$ cat src/rtl/tinyalu_pkg.sv
// ============================================================================
//  Module   : tinyalu_pkg
//  Purpose  : Opcode type, multiplier latency bounds and latency helper
//             shared by the TinyALU responder and its multiplier pipeline.
//  Revision : 1.0  initial release
// ============================================================================
`default_nettype none

package tinyalu_pkg;

    typedef enum logic [2:0] {
        no_op  = 3'b000,
        add_op = 3'b001,
        and_op = 3'b010,
        xor_op = 3'b011,
        mul_op = 3'b100,
        rst_op = 3'b111
    } operation_t;

    localparam int c_MUL_LATENCY_MIN = 2;
    localparam int c_MUL_LATENCY_MAX = 8;

    // Extra edges after acceptance before done; single-cycle ops finish on
    // the acceptance edge itself.
    function automatic int unsigned op_latency(input operation_t opc,
                                               input int unsigned mul_latency);
        return (opc == mul_op) ? (mul_latency - 32'd1) : 32'd0;
    endfunction

endpackage

`default_nettype wire

$ cat src/rtl/tinyalu_mul_pipe.sv
// ============================================================================
//  Module   : tinyalu_mul_pipe
//  Purpose  : 8x8 unsigned multiplier with a valid-tagged shift register of
//             MUL_LATENCY-1 stages. Built only when TINYALU_MUL_EN is defined.
//  Revision : 1.0  initial release
// ============================================================================
`default_nettype none

`ifdef TINYALU_MUL_EN
module tinyalu_mul_pipe
    import tinyalu_pkg::*;
#(
    parameter int MUL_LATENCY = 3
) (
    input  logic        clk,
    input  logic        rst,
    input  logic        i_valid,
    input  logic [7:0]  i_a,
    input  logic [7:0]  i_b,
    output logic        o_valid,
    output logic [15:0] o_prod
);

    localparam int unsigned c_STAGES = op_latency(mul_op, MUL_LATENCY);

    logic [15:0]         r_prod [c_STAGES];
    logic [c_STAGES-1:0] r_vld;

    // Stage 0 multiplies on the acceptance edge; later stages only delay.
    always_ff @(posedge clk or posedge rst) begin
        if (rst) begin
            r_vld <= '0;
            for (int i = 0; i < c_STAGES; i++) begin
                r_prod[i] <= 16'h0000;
            end
        end else begin
            r_vld[0]  <= i_valid;
            r_prod[0] <= 16'(i_a) * 16'(i_b);
            for (int i = 1; i < c_STAGES; i++) begin
                r_vld[i]  <= r_vld[i-1];
                r_prod[i] <= r_prod[i-1];
            end
        end
    end

    assign o_valid = r_vld[c_STAGES-1];
    assign o_prod  = r_prod[c_STAGES-1];

endmodule
`endif

`default_nettype wire

$ cat src/rtl/tinyalu_responder.sv
// ============================================================================
//  Module   : tinyalu_responder
//  Purpose  : TinyALU start/done command responder. Define TINYALU_MUL_EN to
//             build the multiplier; otherwise mul_op is handled as illegal.
//  Revision : 1.0  initial release
// ============================================================================
`default_nettype none

module tinyalu_responder
    import tinyalu_pkg::*;
#(
    parameter int MUL_LATENCY = 3
) (
    input  logic        clk,
    input  logic        reset,
    input  logic [7:0]  A,
    input  logic [7:0]  B,
    input  operation_t  op,
    input  logic        start,
    output logic        done,
    output logic [15:0] result,
    output logic        busy
);

`ifdef TINYALU_MUL_EN
    typedef enum logic [1:0] {
        S_IDLE     = 2'd0,
        S_MUL      = 2'd1,
        S_WAIT_LOW = 2'd2
    } state_t;
`else
    typedef enum logic [1:0] {
        S_IDLE     = 2'd0,
        S_WAIT_LOW = 2'd2
    } state_t;
`endif

    if (MUL_LATENCY < c_MUL_LATENCY_MIN || MUL_LATENCY > c_MUL_LATENCY_MAX) begin : g_bad_mul_latency
        $error("tinyalu_responder: MUL_LATENCY out of range 2..8");
    end

    state_t      r_state;
    state_t      w_state_nxt;
    logic        r_done;
    logic        w_done_nxt;
    logic [15:0] r_result;
    logic [15:0] w_result_nxt;

`ifdef TINYALU_MUL_EN
    logic        w_mul_start;
    logic        w_mul_valid;
    logic [15:0] w_mul_prod;

    tinyalu_mul_pipe #(
        .MUL_LATENCY (MUL_LATENCY)
    ) u_mul_pipe (
        .clk     (clk),
        .rst     (reset),
        .i_valid (w_mul_start),
        .i_a     (A),
        .i_b     (B),
        .o_valid (w_mul_valid),
        .o_prod  (w_mul_prod)
    );
`endif

    always_ff @(posedge clk or posedge reset) begin
        if (reset) begin
            r_state  <= S_IDLE;
            r_done   <= 1'b0;
            r_result <= 16'h0000;
        end else begin
            r_state  <= w_state_nxt;
            r_done   <= w_done_nxt;
            r_result <= w_result_nxt;
        end
    end

    always_comb begin
        w_state_nxt  = r_state;
        w_done_nxt   = 1'b0;
        w_result_nxt = r_result;
`ifdef TINYALU_MUL_EN
        w_mul_start  = 1'b0;
`endif
        case (r_state)
            S_IDLE: begin
                if (start) begin
                    case (op)
                        no_op: begin
                        end
                        rst_op: begin
                            w_result_nxt = 16'h0000;
                        end
                        add_op: begin
                            w_result_nxt = 16'(A) + 16'(B);
                            w_done_nxt   = 1'b1;
                            w_state_nxt  = S_WAIT_LOW;
                        end
                        and_op: begin
                            w_result_nxt = {8'h00, A & B};
                            w_done_nxt   = 1'b1;
                            w_state_nxt  = S_WAIT_LOW;
                        end
                        xor_op: begin
                            w_result_nxt = {8'h00, A ^ B};
                            w_done_nxt   = 1'b1;
                            w_state_nxt  = S_WAIT_LOW;
                        end
`ifdef TINYALU_MUL_EN
                        mul_op: begin
                            w_mul_start = 1'b1;
                            w_state_nxt = S_MUL;
                        end
`endif
                        // Illegal codes (and mul_op without a multiplier)
                        // complete immediately with a zero result.
                        default: begin
                            w_result_nxt = 16'h0000;
                            w_done_nxt   = 1'b1;
                            w_state_nxt  = S_WAIT_LOW;
                        end
                    endcase
                end
            end
`ifdef TINYALU_MUL_EN
            // start is deliberately ignored here so a dropped request still
            // completes.
            S_MUL: begin
                if (w_mul_valid) begin
                    w_result_nxt = w_mul_prod;
                    w_done_nxt   = 1'b1;
                    w_state_nxt  = S_WAIT_LOW;
                end
            end
`endif
            S_WAIT_LOW: begin
                if (!start) begin
                    w_state_nxt = S_IDLE;
                end
            end
            default: begin
                w_state_nxt = S_IDLE;
            end
        endcase
    end

    assign done   = r_done;
    assign result = r_result;
    assign busy   = (r_state != S_IDLE);

endmodule

`default_nettype wire

$ cat config.mk
export PLATFORM = sky130hd
export DESIGN_NAME = tinyalu_responder
export DESIGN_NICKNAME = d
export VERILOG_FILES = /design/src/rtl/tinyalu_pkg.sv /design/src/rtl/tinyalu_mul_pipe.sv /design/src/rtl/tinyalu_responder.sv
export SDC_FILE = /design/constraint.sdc
export NUM_CORES = 1
export LEC_CHECK = 0
export BUFFER_PORTS_ARGS = -buffer_cell sky130_fd_sc_hd__buf_2
export CORE_MARGIN = 2
export CORE_UTILIZATION = 30
export CTS_CLUSTER_DIAMETER = 200
export DETAILED_ROUTE_END_ITERATION = 6
export PLACE_DENSITY = 0.6
export SLEW_MARGIN = 20
export SYNTH_ARGS = -nofsm -noshare
export SYNTH_HDL_FRONTEND = slang
export SYNTH_SLANG_ARGS = --single-unit
$ cat constraint.sdc
create_clock -name clk -period 1.29 [get_ports clk]
set_clock_uncertainty 0.15 [all_clocks]
set_input_delay 0.0645 -clock clk [delete_from_list [all_inputs] [get_ports clk]]
set_output_delay 0.0645 -clock clk [all_outputs]
set_load 0.01 [all_outputs]
==> results of run 1 <==
cells in the final DEF (no fill, tap or decap), drive strengths merged:
cell type    synthesis  final
o21a                 1      1
a22o                 4      4
nor2b                3      3
a31oi                2      2
o211ai               2      2
nand3                1      1
nand2b               1      1
dlygate4sd3          0      2
nand2               12     12
dfrtp               11     11
o21ai                9      9
and4b                1      1
nor2                 4      4
nor3                 2      2
or3                  1      1
a211oi               1      1
or2                  1      1
o221ai               2      2
nand3b               1      2
xnor2                2      2
a21oi                8      8
buf                  8     52
o31ai                2      2
nor3b                1      1
inv                  7      7
ha                   8      8
mux2i                4      4
fa                   1      1
a21o                 3      3
clkbuf               1      4
conb                 1      7
a2111oi              1      1
mux2                 1      1
xor2                 2      2
worst max-delay path, stage by stage (launching register included):
cell and delay (ps):
dfrtp_2 440, nor3b_4 220, nand2_2 70, or2_4 270
o31ai_2 230
flip-flops by register name, indices dropped and copies added, names as in the netlist:
signal / count
done: 1
r_state: 1
result: 9
stage by stage:
| step | setup slack, ps | hold slack, ps | instance area (um^2) | TNS [ps] | cells |
|---|---|---|---|---|---|
| final | -171 | -28.0 | 1480 | -570 | 209 |
| after global routing | -231 | 1.38 | 1480 | -1050 | 209 |
| after CTS | -165 | -27.9 | 1410 | -707 | 207 |
| after detailed placement | -454 | -78.9 | 1310 | -2460 | 198 |
| after global placement | -413 | -76.4 | 1310 | -2340 | 198 |
| after floorplan | -179 | -233 | 1030 | -855 | 115 |
layout make-up:
type                    count  area, um^2
clock buffers               4        26.3
fillers                   310        1570
inverters                   7        26.3
multi-input cells          89         738
flip-flops and latches     11         277
well taps                  44        55.1
repair buffers             54         360
power groups by stage:
stage	clock network, W	registers [W]	logic, W
2_1_floorplan	0	0.000432	0.000259
3_3_place_gp	0	0.000411	0.000433
3_5_place_dp	0	0.000414	0.000437
4_1_cts	0.000249	0.000406	0.000473
5_1_grt	0.000257	0.000411	0.000560
6_report	0.000247	0.000406	0.000502
kinds of logic (layout without fill, tap and decap cells):
logic type               after synthesis  count (layout)  synth area share
AND/OR/NAND/NOR                       28              29             0.164
other                                  1               7           0.00390
flip-flops                            11              11             0.286
AO/OA/AOI/OAI                         35              35             0.241
multiplexers                           5               5            0.0533
XOR/XNOR                               4               4            0.0364
buffers and inverters                 16              65            0.0910
adder cells (fa/ha/maj)                9               9             0.125
what timing repair did:
item                                    CTS  global route
cloned                                    1             0
hold buffers                              2             0
gates resized for setup                   6            13
hold endpoints to repair                 14             0
endpoints found under the setup margin    8             8
pin swaps                                 5            14
setup buffers                             2             2
path summary, 6_finish.rpt:
path,to,slack [ps],cells past startpoint
max,result[6],-170,4
min,result[4],-30,4
max in group asynchronous,r_state[1],490,3
min reg2reg,result[7],350,2
max reg2reg,result[6],-170,4
min in group asynchronous,result[4],180,3
layer usage:
metal | vias to the layer above | track usage | wire length, um | part of all wire
li1 | 494 | - | - | -
met1 | 443 | 0.149 | 1040 | 0.43
met2 | 30 | 0.243 | 1210 | 0.50
met3 | 7 | 0.0128 | 105 | 0.043
met4 | 0 | 0.0807 | 65 | 0.027
met5 | - | 0 | 0 | 0
==> flow_summary.toml, run 1 <==
[worst_setup_path]
r2r-start = "r_state[1]"
cp_max_fo = 5
critical_path.startpoint = "r_state[1]"
required_ps = 1330
end_kind = "flop"
setup.worst_path.start_class = "flop"
crit_arrival_ps = 1500
path_class = "flop to flop"

[yosys]
ys_async_sr_fraction = 1.00
synth_cell_types = 35
yosys_warnings = 0
ys_seq_area_frac = 0.286
synth_edf_count = 0
synth_common_cells = "dfrtp_1 (11), nand2_1 (11), o21ai_0 (9), a21oi_1 (8), ha_1 (8)"
synth.area.top_cells = "dfrtp_1 (29%), ha_1 (10%), buf_4 (5.5%), o21ai_0 (4.7%), nand2_1 (4.3%)"
synth_area_um2 = 962
synthCells = 109
synth_area_per_cell_um2 = 8.83
synth_seq_cells = 11
netlist.area_leader.share = 0.286
ys.flop_type = "dfrtp_1"
synth_area_leader_cell = "dfrtp_1"

[power_and_ir_drop]
power_w = 0.00115
ir_worst_vdd_mv = 0.276
leakage_nw = 0.739
clkPwrFrac = 0.214
cellPowerDensity_nw_per_um2 = 779
pwr-share-comb = 0.435
switching_share = 0.340
power.internal_w = 0.000762
pwr-share-seq = 0.352
p_sw_w = 0.000392

[cts]
clk_pin_slew_worst_paths_ps = 70
insertion_delay_ps = 280
cts_tree = "yes"
cts_root_buf = "clkbuf_4"
numCtsBuffers = 3
htree_levels = 1
cts_buffer_depth = 2
cts.sinks = 11

[final_layout]
post-route-util = 0.486
area_growth_pct = 54.1
diodes = 0
nets = 197
drive_gt1_frac = 0.473

[sta]
hold_ws_ps = -28.0
final_hold_viol_count = 1
setup_viol = 7
fmax_mhz = 685
rsz0062_at_grt = "yes"
setup_ws_ps = -171
fin_crit_ps = 1460
period_share = 1.13
slew_violations = 0

[floorplanning]
coreArea_um2 = 3050
start_util = 0.315
fp-row-count = 20
io_pins = 40
dieHeight_um = 60.6
die_area_um2 = 3680
die_w_um = 60.6

[drt]
ant_nets = 0
drtIter0Drc = 34
detail_route.wl_per_cell_um = 11.6
vias_per_cell = 4.66
drcViolationCount = 0
wirelength_um = 2420
drt_first_pass_iters = 4
routed-via-count = 974

[global_route]
overflow = 0
antenna_found_initial = 0
first_global_vias = 927
grt_pass1_wl_um = 3710
grt_max_degree = 12
grt_usage = 0.134

[placed_design]
numPortBuffers = 32
hpwlAfterDp_um = 1850
gp_congestion = 0.793

[status]
violations = "hold timing, setup timing"
status = "finished, violations left"

[worst_hold_path]
min-delay-start = "op[2]"
hold_path.class = "primary input to flop"

[job]
cap_violations = 0
No activity file was read; power rests on OpenSTA's default activity.
==> run 2: changes to the inputs <==
--- a/config.mk
+++ b/config.mk
@@ -5,12 +5,13 @@
 export SDC_FILE = /design/constraint.sdc
 export NUM_CORES = 1
 export LEC_CHECK = 0
+export ABC_AREA = 1
 export BUFFER_PORTS_ARGS = -buffer_cell sky130_fd_sc_hd__buf_2
 export CORE_MARGIN = 2
 export CORE_UTILIZATION = 30
 export CTS_CLUSTER_DIAMETER = 200
 export DETAILED_ROUTE_END_ITERATION = 6
-export PLACE_DENSITY = 0.6
+export PLACE_DENSITY = 0.59
 export SLEW_MARGIN = 20
 export SYNTH_ARGS = -nofsm -noshare
 export SYNTH_HDL_FRONTEND = slang
==> flow_summary.toml, run 2 <==
[sta]
fin_crit_ps = 1280
hold_ws_ps = 8.25
setup_viol = 0
slew_violations = 0
period_share = 0.994
final_hold_viol_count = 0
fmax_mhz = 780
rsz0062_at_grt = "yes"

[final_layout]
nets = 244
diodes = 0
final_cell_mix = "nand2_1 (51), buf_2 (30), inv_1 (23), buf_4 (15), nand3_1 (13)"
post-route-util = 0.436
seqCellArea_um2 = 275
drive_gt1_frac = 0.340
area_growth_pct = 39.5
stdcell_count = 258
nFillCells = 371
largest_reg_flops = 9
layout_commonest_cell = "nand2_1"
multi_input_area_um2 = 686

[yosys]
synth_compound_area_frac = 0.0856
synth_common_cells = "nand2_1 (56), inv_1 (25), nand3_1 (14), dfrtp_1 (11)"
synth_area_leader_cell = "dfrtp_1"
synth-simple-area-share = 0.375
yosysMostFrequentCell = "nand2_1"
ys.flop_type = "dfrtp_1"
synth_mux_area_frac = 0
ys_seq_area_frac = 0.262
synth_edf_count = 0
netlist.area_leader.share = 0.262
synth_area_per_cell_um2 = 6.58
ys_async_sr_fraction = 1.00
synth_seq_cells = 11
synthCells = 160
synth.area.top_cells = "dfrtp_1 (26%), nand2_1 (20%), ha_1 (9.5%), inv_1 (8.9%), nand3_1 (6.7%)"
synth_top_family_by_area = "simple AND/OR/NAND/NOR gates"
yosys_warnings = 0
synth_cell_types = 25
synth_area_um2 = 1050
synth-xor-area-share = 0
synthAdderAreaFrac = 0.114

[global_route]
grt_usage = 0.124
first_global_vias = 1000
overflow = 0
grt_pass1_wl_um = 4040
grt_max_degree = 12
antenna_found_initial = 0

[worst_hold_path]
hold_path.class = "primary input to flop"
worstHoldPathCells = 4
worstHoldEndpoint = "done"
min-delay-start = "op[2]"

[floorplanning]
dieHeight_um = 63.2
io_pins = 40
die_w_um = 63.2
start_util = 0.313
fp-row-count = 21
coreArea_um2 = 3360
die_area_um2 = 4000

[drt]
drt_first_pass_iters = 4
routed-via-count = 1110
drtIter0Drc = 33
wirelength_um = 2390
ant_nets = 0
drcViolationCount = 0
vias_per_cell = 4.30
detail_route.wl_per_cell_um = 9.27

[power_and_ir_drop]
power_w = 0.00109
ir_worst_vdd_mv = 0.201
leakage_nw = 0.848
cellPowerDensity_nw_per_um2 = 746

[placed_design]
numPortBuffers = 32
hpwlAfterDp_um = 1930
gp_congestion = 0.795
dp_cells = 247

[cts]
cts.sinks = 11
clk_pin_slew_worst_paths_ps = 70
htree_levels = 1
insertion_delay_ps = 270
cts_root_buf = "clkbuf_4"
cts_tree = "yes"
cts_buffer_depth = 2
numCtsBuffers = 3

[worst_setup_path]
r2r-end = "result[4]"
setup.worst_path.start_class = "primary input"
crit_top_cell = "nand2_2"
cp_max_fo = 3
end_kind = "flop"
critPathMaxStageDelay_ps = 360
ff2ff_setup_slack_ps = 110
r2r-start = "r_state[1]"
crit_chain = "buf_6 -> ha_4 -> inv_2 -> fa_2 -> inv_2 -> nand2_2 -> nand2_2 -> and2_4 -> nand2_2 -> nand2_2 -> nor2_2 -> o21ai_1 -> nand2_1"
reg2reg_depth = 5
cp_slowest_cell = "fa_2"
required_ps = 1300
crit_arrival_ps = 1290
path_class = "primary input to flop"

[status]
status = "completed"

[job]
cap_violations = 0
run 2: metrics by stage:
stage               setup WS [ps]  setup TNS, ps  cell area, um^2
CTS                          3.92              0             1400
global route                -45.3          -55.9             1470
detailed placement           -313          -1360             1330
global placement             -280          -1270             1330
floorplan                    -113           -180             1090
finish                       7.79              0             1470
run 2: cell type report:
class | instances | area share
clock buffer | 4 | 0.0179
inverter | 28 | 0.0733
multi-input combinational | 119 | 0.467
sequential | 11 | 0.188
tap | 46 | 0.0392
timing repair buffer | 50 | 0.215
run 2: worst max-delay path, delay by kind of cell:
| family | cells | cell delay [ps] |
|---|---|---|
| adders and majority gates | 2 | 480 |
| AOI/OAI and AO/OA | 1 | 110 |
| and+or+nand+nor | 7 | 470 |
| buffers and inverters | 3 | 170 |
run 2: cells by family (layout without fill, tap and decap cells):
kind of cell	after synthesis	count (layout)
and+or+nand+nor	88	88
buffers and inverters	36	82
AOI/OAI and AO/OA	15	15
DFF	11	11
adders and majority gates	9	9
other	1	7
run 2: worst max path at each step:
stage                     start   endpoint  slack, ps
after global placement     A[0]  result[4]       -280
after CTS                  A[0]  result[4]          4
after detailed placement   A[0]  result[4]       -310
after global routing       A[0]  result[4]        -50
final                      A[0]  result[4]          8
after floorplan            A[0]  result[4]       -110
run 2: timing repair:
action | in CTS | in global routing
resized for setup | 1 | 13
setup endpoints to repair | 2 | 9
hold endpoints to repair | 13 | 0
buffers inserted | 1 | 3
hold buffers | 3 | 0
pin swaps | 4 | 6
run 2: power by group:
part / total, W / switching, W / leakage (nW) / internal, W
clock network: 0.000233 / 0.000114 / 0.0150 / 0.000120
logic: 0.000461 / 0.000250 / 0.687 / 0.000211
registers: 0.000400 / 0.0000185 / 0.146 / 0.000382
total: 0.00109 / 0.000382 / 0.848 / 0.000712
run 2: routing by layer:
metal / part of all wire / global-route usage / up-vias / wire, um
li1: - / - / 597 / -
met1: 0.47 / 0.159 / 474 / 1120
met2: 0.46 / 0.206 / 32 / 1100
met3: 0.047 / 0.0125 / 7 / 112
met4: 0.024 / 0.0625 / 0 / 57
met5: 0 / 0 / - / 0
